===== src/rtl/cmac_pkg.sv =====
`timescale 1ns/1ps
// Shared defaults, state encoding and the saturating/wrapping add reduction
// used by the error-compensation MAC cell.
package cmac_pkg;

  localparam int W_W_DEF = 8;
  localparam int A_W_DEF = 8;
  localparam int S_W_DEF = 24;

  // Control state encoding (single bit, kept as a plain constant).
  localparam logic [0:0] ST_RUN     = 1'b0;
  localparam logic [0:0] ST_RECOVER = 1'b1;

  // Reduces an (width+1)-bit sum to width bits. Any set bit at or above
  // position `width` is a carry out: clamp to all-ones when saturating,
  // otherwise drop it. Handles sums up to 64 bits wide.
  function automatic logic [63:0] sat_add(input logic [64:0]  sum_ext,
                                          input int unsigned  width,
                                          input logic         saturate);
    logic [63:0] mask;
    logic        ovf;
    mask = (width >= 64) ? '1 : ((64'd1 << width) - 64'd1);
    ovf  = |(sum_ext >> width);
    if (saturate && ovf) begin
      return mask;
    end
    return sum_ext[63:0] & mask;
  endfunction

endpackage


===== src/rtl/cmac_sat_adder.sv =====
`timescale 1ns/1ps
// Three-operand adder: S_W-bit base plus two P_W-bit addends, evaluated at
// S_W+1 bits, then clamped or wrapped back to S_W bits. S_W >= P_W+1
// guarantees the true sum never needs more than S_W+1 bits.
module cmac_sat_adder
  import cmac_pkg::*;
#(
  parameter int S_W      = S_W_DEF,
  parameter int P_W      = W_W_DEF + A_W_DEF,
  parameter bit SATURATE = 1'b1
) (
  input  logic [S_W-1:0] a,
  input  logic [P_W-1:0] b,
  input  logic [P_W-1:0] c,
  output logic [S_W-1:0] sum
);

  logic [S_W:0] sum_ext;

  assign sum_ext = {1'b0, a} + (S_W+1)'(b) + (S_W+1)'(c);
  assign sum     = S_W'(sat_add(65'(sum_ext), S_W, SATURATE));

endmodule


===== src/rtl/cmac_unit_param.sv =====
`timescale 1ns/1ps
// Error-compensation MAC cell for a systolic DNN column. Multiplies
// weight*activation and adds it to the incoming partial sum; when the timing
// monitor flags the product it is either deferred downstream or, in the last
// cell of a column, added one cycle later after a recovery stall.
module cmac_unit_param
  import cmac_pkg::*;
#(
  parameter int W_W      = W_W_DEF,
  parameter int A_W      = A_W_DEF,
  parameter int P_W      = W_W + A_W,
  parameter int S_W      = S_W_DEF,
  parameter bit SATURATE = 1'b1,
  parameter int CNT_W    = 8
) (
  input  logic             clk,
  input  logic             rst,
  input  logic             in_valid,
  output logic             in_ready,
  input  logic [W_W-1:0]   weight,
  input  logic [A_W-1:0]   activation,
  input  logic [S_W-1:0]   partial_sum_in,
  input  logic [P_W-1:0]   error_product_in,
  input  logic             timing_err,
  input  logic             last_in,
  output logic             out_valid,
  output logic [S_W-1:0]   partial_sum_out,
  output logic [P_W-1:0]   error_product_out,
  output logic [A_W-1:0]   next_activation,
  output logic             error_sig,
  output logic [P_W-1:0]   mult_out,
  output logic [CNT_W-1:0] err_count
);

  logic [0:0]     state;
  logic [S_W-1:0] base_q;
  logic [P_W-1:0] prod;
  logic           accept;
  logic [S_W-1:0] add_a;
  logic [P_W-1:0] add_b;
  logic [P_W-1:0] add_c;
  logic [S_W-1:0] add_sum;

  assign in_ready = (state == ST_RUN);
  assign accept   = in_valid && in_ready;
  assign prod     = P_W'(weight) * P_W'(activation);

  // Share one adder between the RUN sum and the RECOVER completion. In
  // RECOVER the held product is mult_out, which cannot change until the
  // next accepted beat.
  always_comb begin
    add_a = partial_sum_in;
    add_b = error_product_in;
    add_c = timing_err ? '0 : prod;
    if (state == ST_RECOVER) begin
      add_a = base_q;
      add_b = mult_out;
      add_c = '0;
    end
  end

  cmac_sat_adder #(
    .S_W      (S_W),
    .P_W      (P_W),
    .SATURATE (SATURATE)
  ) u_adder (
    .a   (add_a),
    .b   (add_b),
    .c   (add_c),
    .sum (add_sum)
  );

  // Beat acceptance, deferral / recovery sequencing and output registers.
  always_ff @(posedge clk or posedge rst) begin
    if (rst) begin
      state             <= ST_RUN;
      base_q            <= '0;
      out_valid         <= 1'b0;
      partial_sum_out   <= '0;
      error_product_out <= '0;
      next_activation   <= '0;
      error_sig         <= 1'b0;
      mult_out          <= '0;
      err_count         <= '0;
    end else begin
      out_valid <= 1'b0;
      case (state)
        ST_RUN: begin
          if (accept) begin
            mult_out        <= prod;
            next_activation <= activation;
            if (timing_err && (err_count != '1)) begin
              err_count <= err_count + 1'b1;
            end
            if (!timing_err) begin
              partial_sum_out   <= add_sum;
              error_product_out <= '0;
              error_sig         <= 1'b0;
              out_valid         <= 1'b1;
            end else if (!last_in) begin
              partial_sum_out   <= add_sum;
              error_product_out <= prod;
              error_sig         <= 1'b1;
              out_valid         <= 1'b1;
            end else begin
              // Last cell cannot defer: keep sum(0) and finish next cycle.
              base_q <= add_sum;
              state  <= ST_RECOVER;
            end
          end
        end
        ST_RECOVER: begin
          partial_sum_out   <= add_sum;
          error_product_out <= '0;
          error_sig         <= 1'b0;
          out_valid         <= 1'b1;
          state             <= ST_RUN;
        end
        default: state <= ST_RUN;
      endcase
    end
  end

endmodule


===== config.mk =====
export PLATFORM = sky130hd
export DESIGN_NAME = cmac_unit_param
export DESIGN_NICKNAME = d
export VERILOG_FILES = /design/src/rtl/cmac_pkg.sv /design/src/rtl/cmac_sat_adder.sv /design/src/rtl/cmac_unit_param.sv
export SDC_FILE = /design/constraint.sdc
export NUM_CORES = 1
export LEC_CHECK = 0
export CAP_MARGIN = 0
export CORE_AREA = 4 4 143 145
export DETAILED_ROUTE_END_ITERATION = 16
export DIE_AREA = 0 0 147 149
export DONT_BUFFER_PORTS = 1
export HOLD_SLACK_MARGIN = 0.03
export PLACE_DENSITY = 0.5
export SLEW_MARGIN = 20
export SYNTH_ARGS = -nofsm -noshare
export SYNTH_HDL_FRONTEND = slang
export SYNTH_SLANG_ARGS = --single-unit
export TNS_END_PERCENT = 20

===== constraint.sdc =====
create_clock -name clk -period 13.1 [get_ports clk]
set_clock_uncertainty 0.15 [all_clocks]
set_input_delay 1.31 -clock clk [delete_from_list [all_inputs] [get_ports clk]]
set_output_delay 1.31 -clock clk [all_outputs]
set_load 0.01 [all_outputs]

Yosys cells after proc, flatten, opt, wreduce, memory -nomap -nowiden
Cells that the tools add are included.
{"block": "op_classes", "mux": 27, "n_bitwise": 1, "n_reduce_logical": 6, "n_mul": 1, "n_eq_ne": 3, "n_addsub": 3}
{"op": "24-bit 2-to-1 mux", "n": 6}
{"op": "16-bit 2-to-1 mux", "n": 6}
{"op": "24-bit case mux with 2 select lines", "n": 1}
{"op": "16-bit case mux with 2 select lines", "n": 1}
{"op": "24-bit by 16-bit adder with 25-bit output", "n": 1}
{"op": "25-bit by 16-bit adder with 25-bit output", "n": 1}
{"op": "8-bit by 8-bit multiplier with 16-bit output", "n": 1}
{"op": "1-bit 2-to-1 mux", "n": 10}
{"op": "8-bit by 1-bit adder with 8-bit output (second input constant)", "n": 1}
{"op": "8-bit != test (second input constant)", "n": 1}
{"op": "1-bit case mux with 2 select lines", "n": 3}
{"op": "2-bit AND reduction", "n": 2}
{"op": "4-bit AND reduction", "n": 1}
{"op": "3-bit != test (second input constant)", "n": 1}
{"op": "3-bit AND reduction", "n": 1}
{"op": "1-bit logical AND", "n": 2}
{"op": "2-bit by 1-bit != test with 1-bit output (second input constant)", "n": 1}
{"op": "1-bit inverter", "n": 1}
{"block": "totals", "output_inout_bits": 75, "input_bits": 61, "elab_cells": 50, "reg_bits": 99}

Depth between registers and ports, before layout
Gate-level depths: netlist of run 1.
{"block": "logic_depth", "depth_word": 10, "mapped_depth": 29, "ltp_nobuf": 28}

Modules after synthesis
Synthesis of run 1 repeated with hierarchy kept, for this count alone.
{"block": "hier_totals", "cells_unflattened": 805, "hier_area_um2": 8052.7}
{"mod": "cmac_unit_param", "cells_per_inst": 600, "instances": 1, "seq_area_each_um2": 2477.4, "area_each_um2": 6414.9}
{"mod": "cmac_sat_adder", "cells_per_inst": 205, "instances": 1, "seq_area_each_um2": 0.0, "area_each_um2": 1637.8}

Least setup slack after synthesis of run 1
Ideal clock, no wire load.
{"block": "synth_path", "path_kind": "input to register", "from": "in weight[0]", "to": "reg base_q[20]", "required_ps": 12825, "stages": 25, "arrival_ps": 7082, "path_slack_ps": 5743, "path_cell_list": "nand2_1 -> fa_1 -> fa_1 -> inv_1 -> fa_1 -> inv_1 -> fa_1 -> inv_1 -> ha_1 -> o311ai_0 -> a21oi_1 -> a21o_1 -> a21oi_1 -> xor2_1 -> nor2_1 -> fa_1 -> ha_1 -> nand2_1 -> o21ai_0 -> o22ai_1 -> a31oi_2 -> and2_1 -> and2b_1 -> a21oi_1 -> mux2_2"}
{"block": "synth_between", "elab_chain_cells": 6}
{"element": "start, declared", "line_no": "cmac_unit_param.sv:20", "source": "input logic [W_W-1:0] weight,"}
{"element": "8-bit by 8-bit multiplier with 16-bit output *", "line_no": "cmac_unit_param.sv:46", "source": "assign prod = P_W'(weight) * P_W'(activation);"}
{"element": "16-bit 2-to-1 mux *", "line_no": "cmac_unit_param.sv:54", "source": "add_c = timing_err ? '0 : prod;"}
{"element": "16-bit 2-to-1 mux *", "line_no": "cmac_unit_param.sv:55", "source": "if (state == ST_RECOVER) begin"}
{"element": "25-bit by 16-bit adder with 25-bit output *", "line_no": "cmac_sat_adder.sv:20", "source": "assign sum_ext = {1'b0, a} + (S_W+1)'(b) + (S_W+1)'(c);"}
{"element": "1-bit 2-to-1 mux", "line_no": "cmac_pkg.sv:24", "source": "if (saturate && ovf) begin"}
{"element": "24-bit 2-to-1 mux *", "line_no": "cmac_pkg.sv:27", "source": "return sum_ext[63:0] & mask;"}
{"element": "end signal, assigned", "line_no": "cmac_unit_param.sv:107", "source": "base_q <= add_sum;"}
{"element": "end, declared", "line_no": "cmac_unit_param.sv:36", "source": "logic [S_W-1:0] base_q;"}
Every way passes the cells marked *; elsewhere a longest branch is shown, timed or not.
A chain may end at the register's enable or synchronous reset.

Final worst setup path of run 1
{"block": "layout_path", "from": "in weight[0]", "to": "reg base_q[10]"}
Same word-level chain as after synthesis.

==> results.ini, run 1 <==
[pwr]
ir_drop_mv = 0.0974
power_density_nw_per_um2 = 210
p_leak_nw = 3.81

[floorplanning]
fp.dieH_um = 149
start_util_pct = 39.6
pin_count = 136
die-area_um2 = 21900
die_w_um = 147
core-area_um2 = 19200
row_count = 51

[layout]
drive_gt1_share_pct = 8.30
fin_nets = 981
syn_to_final_growth_pct = 7.76
utilization_pct = 42.7
nFillCells = 1882

[cts]
cts.clk_slew.worst_paths_ns = 0.08
cts_hold_buf = 0
numCtsBuffers = 9
cts-root-buf = clkbuf_16
cts.sinks = 99
cts_tree = built
clockBufferDepth = 2
cts_max_level = 3
clock_latency_ns = 0.36
post_cts_resized = 0
postCtsSetupBuffers = 0

[sta]
grt_setup_unrepaired = no
period_needed_ns = 7.90
fin_crit_sh_pct = 60.3
fmax_mhz = 127
hold_viol_final = 0
fin_setup_tns_ns = 0
drv_slew = 0
worst_slew_pin_slew_ns = 0.870
setup_viol = 0
maxSlewHeadroom_pct = 42.0

[route]
wl_per_cell_um = 19.1
drt-total-wl_mm = 20.8
drtAntennaViolNets = 0
drt_iter0_markers = 381
drc_errors = 0
firstDrtPassIters = 5
vias_per_cell = 5.29
vias = 5742

[synthesis]
synthDistinctLibCells = 48
syn_avg_cell_area_um2 = 9.27
async_flop_share_pct = 100
netlist_instances = 821
synth_flop_cell = dfrtp_1
synth.area.top_cells = dfrtp_1 (33%), fa_1 (14%), ha_1 (8.7%)
syn_nets = 988
syn-cell-area_um2 = 7610
yosysTopAreaCellShare_pct = 32.6
ys_seq_area_share_pct = 32.6
synth_edf_count = 0
ys_seq_elements = 99
synth_top_area_cell = dfrtp_1
synth_warnings = 0

[hold_path]
hold_path_depth = 2
hp-class = reg -> reg
worstHoldStart = base_q[6]
holdPathEnd = base_q[6]

[critical_path]
r2r_setup_slack_ns = 8.29
rr_endpoint = base_q[21]
r2r.worst_path.cells = 15
crit_arrival_ns = 8.03
end_kind = flop
cp.required_ns = 13.23
rr_startpoint = state
crit_fanout = 16
crit_path_start_kind = input port
crit_type = in -> reg

[flow_run]
maxCapViolCount = 0

[grt]
gr-total-overflow = 0
grt_max_degree = 65
grt.total_usage_pct = 19.8
grt_pass1_vias = 6017
grt_pass1_wl_mm = 33.8
antenna_found_initial = 1

[placement]
io_buffers = 0
gp_congestion = 0.899
hpwl_mm = 16.2

[status]
outcome = finished, final reports clean

-- critical path, stage by stage --
cell and delay (ns):
nand2_1 0.06, fa_1 0.51, fa_1 0.55, inv_1 0.06
fa_1 0.52, inv_1 0.05, fa_1 0.53, inv_1 0.04
ha_1 0.33, o311ai_0 0.52, a21oi_1 0.18, a21o_1 0.21
a21oi_1 0.17, xor2_1 0.28, nor2_1 0.09, fa_1 0.46
ha_1 0.38, nand2_1 0.09, o21ai_0 0.30, o22ai_1 0.16
a31oi_2 0.21, and2_1 0.65, nor2_1 0.15, o21ai_0 0.21
-- registers in the layout, indices dropped and copies added, names as in the netlist --
register	count
base_q	24
partial_sum_out	24
error_product_out	16
mult_out	16
err_count	8
next_activation	8
error_sig	1
out_valid	1
state	1
-- where the power goes --
group / switching (mW) / internal (mW)
registers: 0.124 / 0.410
clock network: 0.133 / 0.155
logic: 0.541 / 0.363
total: 0.798 / 0.928
-- kinds of logic after synthesis --
kind of cell	count (synthesis)	synth area share (%)
and+or+nand+nor	292	17.6
muxes	41	5.99
adders and majority gates	106	22.7
DFF	99	32.6
buffers and inverters	86	4.49
xor gates and xnor gates	35	4.03
AOI/OAI and AO/OA	162	12.7
-- placed cells by master (no fill, tap or decap), types with 4 or more instances in the layout --
| cell type | instances |
|---|---|
| and2_1 | 63 |
| nand3_1 | 11 |
| xnor2_1 | 24 |
| ha_1 | 53 |
| o21ai_0 | 43 |
| nor2_1 | 64 |
| o211ai_1 | 4 |
| xor2_1 | 11 |
| inv_1 | 59 |
| a211oi_1 | 4 |
| nor3_1 | 8 |
| nand4_1 | 5 |
| a22o_1 | 4 |
| dfrtp_1 | 98 |
| and3_1 | 4 |
| fa_1 | 53 |
| a31oi_1 | 13 |
| mux2i_1 | 5 |
| a21oi_1 | 47 |
| nand2_1 | 122 |
| clkbuf_16 | 9 |
| buf_4 | 7 |
| mux2_2 | 36 |
| o21ai_1 | 13 |
| o21bai_1 | 4 |
| nand2b_1 | 7 |
| a21o_1 | 12 |
-- per-stage QoR --
stage / power [mW] / area [um^2] / cells / hold WS [ns] / setup WS (ns)
finish: 1.73 / 8200 / 1085 / 0.334 / 5.20
detailed placement: 1.45 / 7890 / 1068 / 0.320 / 4.81
global placement: 1.43 / 7890 / 1068 / 0.311 / 5.01
CTS: 1.74 / 8200 / 1084 / 0.337 / 5.19
floorplan: 1.21 / 7610 / 821 / 0.294 / 5.74
global route: 1.89 / 8200 / 1085 / 0.355 / 4.76
-- per-layer routing --
metal | GRT usage, % | vias to the layer above | part of all wire, %
met5 | 0 | - | 0
met4 | 6.76 | 0 | 2.1
met3 | 4.35 | 23 | 5.9
met2 | 32.2 | 135 | 48
met1 | 26.4 | 2841 | 44
li1 | - | 2743 | -
-- synthesized netlist by cell type, types with 11 or more instances --
cell      number
nand2_1      122
dfrtp_1       99
nor2_1        64
and2_1        63
inv_1         60
fa_1          53
ha_1          53
a21oi_1       48
o21ai_0       43
mux2_2        36
xnor2_1       24
clkbuf_1      17
a31oi_1       13
o21ai_1       13
a21o_1        12
nand3_1       11
xor2_1        11
-- how the worst max path moves through the flow --
stage | endpoint | slack [ns] | from
final | base_q[10] | 5.20 | weight[0]
after global routing | partial_sum_out[4] | 4.76 | weight[0]
after CTS | base_q[10] | 5.19 | weight[0]
after detailed placement | base_q[10] | 4.81 | weight[0]
after global placement | base_q[10] | 5.01 | weight[0]
after floorplan | base_q[20] | 5.74 | weight[0]
-- layout make-up --
class	instances	area (um^2)	area share, %
multi-input cells	636	4790	58.5
well taps	265	332	4.04
inverters	61	231	2.82
repair buffers	7	52.6	0.641
diodes	1	2.50	0.0305
clock buffers	10	239	2.91
flip-flops and latches	99	2480	30.2
clock inverters	6	70.1	0.855
(Power assumes the default switching activity.)
==> inputs of run 2 (changes only) <==
PLACE_DENSITY = 0.52   (was 0.5)
clock period = 6.64 ns   (was 13.1 ns; I/O delays follow)
==> run 2 against run 1 <==
- clock power rose by 90%
- first-iteration DRC count decreased by 31%
- worst hold slack worse by 0.26 ns
- final cell count increased by 4.5%
- die area did not move
- register-to-register slack worse by 6.2 ns
- core utilization up 2.9 points
- critical endpoint is now base_q[20]
- highest routed layer unchanged
==> results.ini, run 2 (synthesized netlist as in run 1, its figures left out) <==
[route]
drtAntennaViolNets = 0  ; unchanged
vias = 6048  ; +5.3%
firstDrtPassIters = 5  ; unchanged
drc_errors = 0  ; unchanged
wl_per_cell_um = 18.5  ; -3.2%
drt-total-wl_mm = 21.0  ; +1.2%
drt_iter0_markers = 261  ; -31%
vias_per_cell = 5.33  ; +0.78%

[pwr]
p_seq_share_pct = 27.0  ; -3.9 points
comb_power_share_pct = 59.0  ; +6.6 points
clock_power_share_pct = 14.0  ; -2.7 points
ir_drop_mv = 0.195  ; +100%
power_mw = 3.91  ; +130%
p_leak_nw = 4.08  ; +7.2%
power_density_nw_per_um2 = 446  ; +110%
p_sw_share_pct = 44.4  ; -1.8 points
p_sw_mw = 1.73  ; +120%
internal_power_mw = 2.17  ; +130%

[flow_run]
maxCapViolCount = 0  ; unchanged

[placement]
hpwl_mm = 16.6  ; +2.0%
gp_congestion = 0.913  ; +1.5%
io_buffers = 0  ; unchanged
dp.cells = 1118  ; +4.7%

[sta]
setup_viol = 0  ; unchanged
fmax_mhz = 155
hold_viol_final = 0  ; unchanged
maxSlewHeadroom_pct = 38.2  ; -3.7 points
worst_slew_pin_slew_ns = 0.926  ; +0.0560 ns
grt_setup_unrepaired = yes
period_needed_ns = 6.43
drv_slew = 0  ; unchanged
fin_crit_sh_pct = 96.9
holdWs_ns = 0.0723  ; -0.262 ns

[cts]
clockBufferDepth = 2  ; unchanged
numCtsBuffers = 9  ; unchanged
cts.sinks = 99  ; unchanged
cts-root-buf = clkbuf_16
cts_tree = built
cts.clk_slew.worst_paths_ns = 0.07  ; about the same
cts_max_level = 3  ; unchanged
clock_latency_ns = 0.35  ; about the same
postCtsSetupBuffers = 0  ; unchanged

[critical_path]
crit_type = in -> reg
cpPeakStageDelay_ns = 0.55  ; -0.10 ns
end_kind = flop
cpMaxStageDelayCell = fa_1
crit_fanout = 8  ; -8
cp.required_ns = 6.73  ; -6.50 ns
crit_path_start_kind = input port
crit_top_cell = fa_1
crit_arrival_ns = 6.52  ; -1.51 ns
r2r.worst_path.cells = 14  ; -1

[grt]
gr-total-overflow = 0  ; unchanged
grt_pass1_vias = 6014  ; -0.050%
grt_pass1_wl_mm = 33.4  ; -1.4%
antenna_found_initial = 0  ; -1
grt.total_usage_pct = 19.2  ; -0.56 points
grt_max_degree = 56  ; -14%

[floorplanning]
start_util_pct = 39.6  ; unchanged
fp.dieH_um = 149  ; unchanged
core-area_um2 = 19200  ; unchanged
die_w_um = 147  ; unchanged
pin_count = 136  ; unchanged
row_count = 51  ; unchanged
die-area_um2 = 21900  ; unchanged

[layout]
nFillCells = 1903  ; +1.1%
diodes = 0  ; -1
final_cell_mix = nand2_1 (122), dfrtp_1 (98), and2_1 (61)
syn_to_final_growth_pct = 15.1
fin_nets = 1031  ; +5.1%
final_common_cell = nand2_1
layout_top_registers = base_q (24), partial_sum_out (24)
stdcell_count = 1134  ; +4.5%
drive_gt1_share_pct = 17.6  ; +9.3 points

[status]
outcome = finished, final reports clean

[hold_path]
hp-class = in -> async

[run 2: changes by cell type in the layout (fill, tap and decap cells not counted), moves of 3 or more]
cell     change
xnor2_1      -3
nor2_2       +6
ha_1         -5
a21oi_2      +5
o21ai_0      -3
xnor2_2      +3
ha_2         +3
nor2_1       -7
buf_4       +50
a21oi_1      -5
[run 2: worst paths after layout]
kind / startpoint / endpoint / slack (ns)
worst max-delay path: weight[1] / base_q[20] / 0.21
max in group asynchronous: rst / next_activation[3] / 5.08
min in group clk: activation[4] / next_activation[4] / 0.27
worst max register to register: state / base_q[23] / 2.05
worst min register to register: base_q[5] / base_q[5] / 0.33
worst min-delay path: rst / base_q[15] / 0.07
[run 2: layer usage]
metal	global-route usage, %	share of wire, %	wire (um)
met1	26.0	43	9130
met2	31.3	48	10100
met3	4.59	7.0	1470
met4	4.85	1.5	319
met5	0	0	0
[run 2: layout make-up]
| type | count | area (um^2) | area share (%) |
|---|---|---|---|
| sequential | 99 | 2480 | 28.3 |
| clock buffer | 10 | 229 | 2.61 |
| tap | 265 | 332 | 3.79 |
| clock inverter | 6 | 71.3 | 0.814 |
| timing repair buffer | 57 | 428 | 4.89 |
| inverter | 61 | 231 | 2.64 |
| multi-input combinational | 636 | 4990 | 57.0 |
[run 2: critical path, delay by kind of cell]
family,cells,cell delay (ns)
xor+xnor,1,0.25
buf+inv,2,0.09
simple gates,5,0.63
compound gates,10,1.54
fa+ha+maj,7,3.07
mux,1,0.27
[run 2: power groups by stage]
| stage | logic (mW) | registers, mW | clock network, mW |
|---|---|---|---|
| 2_1_floorplan | 1.40 | 0.992 | 0 |
| 3_3_place_gp | 2.10 | 1.07 | 0 |
| 3_5_place_dp | 2.12 | 1.07 | 0 |
| 4_1_cts | 2.14 | 1.06 | 0.555 |
| 5_1_grt | 2.59 | 1.08 | 0.582 |
| 6_report | 2.30 | 1.05 | 0.547 |
[run 2: what timing repair did]
item                                    4_1_cts  5_1_grt
hold buffers                                  0        0
pin swaps                                     0       12
resized for setup                             1       41
endpoints found under the setup margin        8       48
[run 2: through the flow]
stage | worst slack [ns] | instance area, um^2 | util, % | TNS (ns)
6_report | 0.207 | 8760 | 45.6 | 0
5_1_grt | -0.0783 | 8760 | 45.6 | -0.943
4_1_cts | 0.00184 | 8560 | 44.6 | 0
3_5_place_dp | -0.428 | 8260 | 43.0 | -13.25
3_3_place_gp | -0.322 | 8260 | 43.0 | -9.82
2_1_floorplan | 0.00763 | 7610 | - | 0
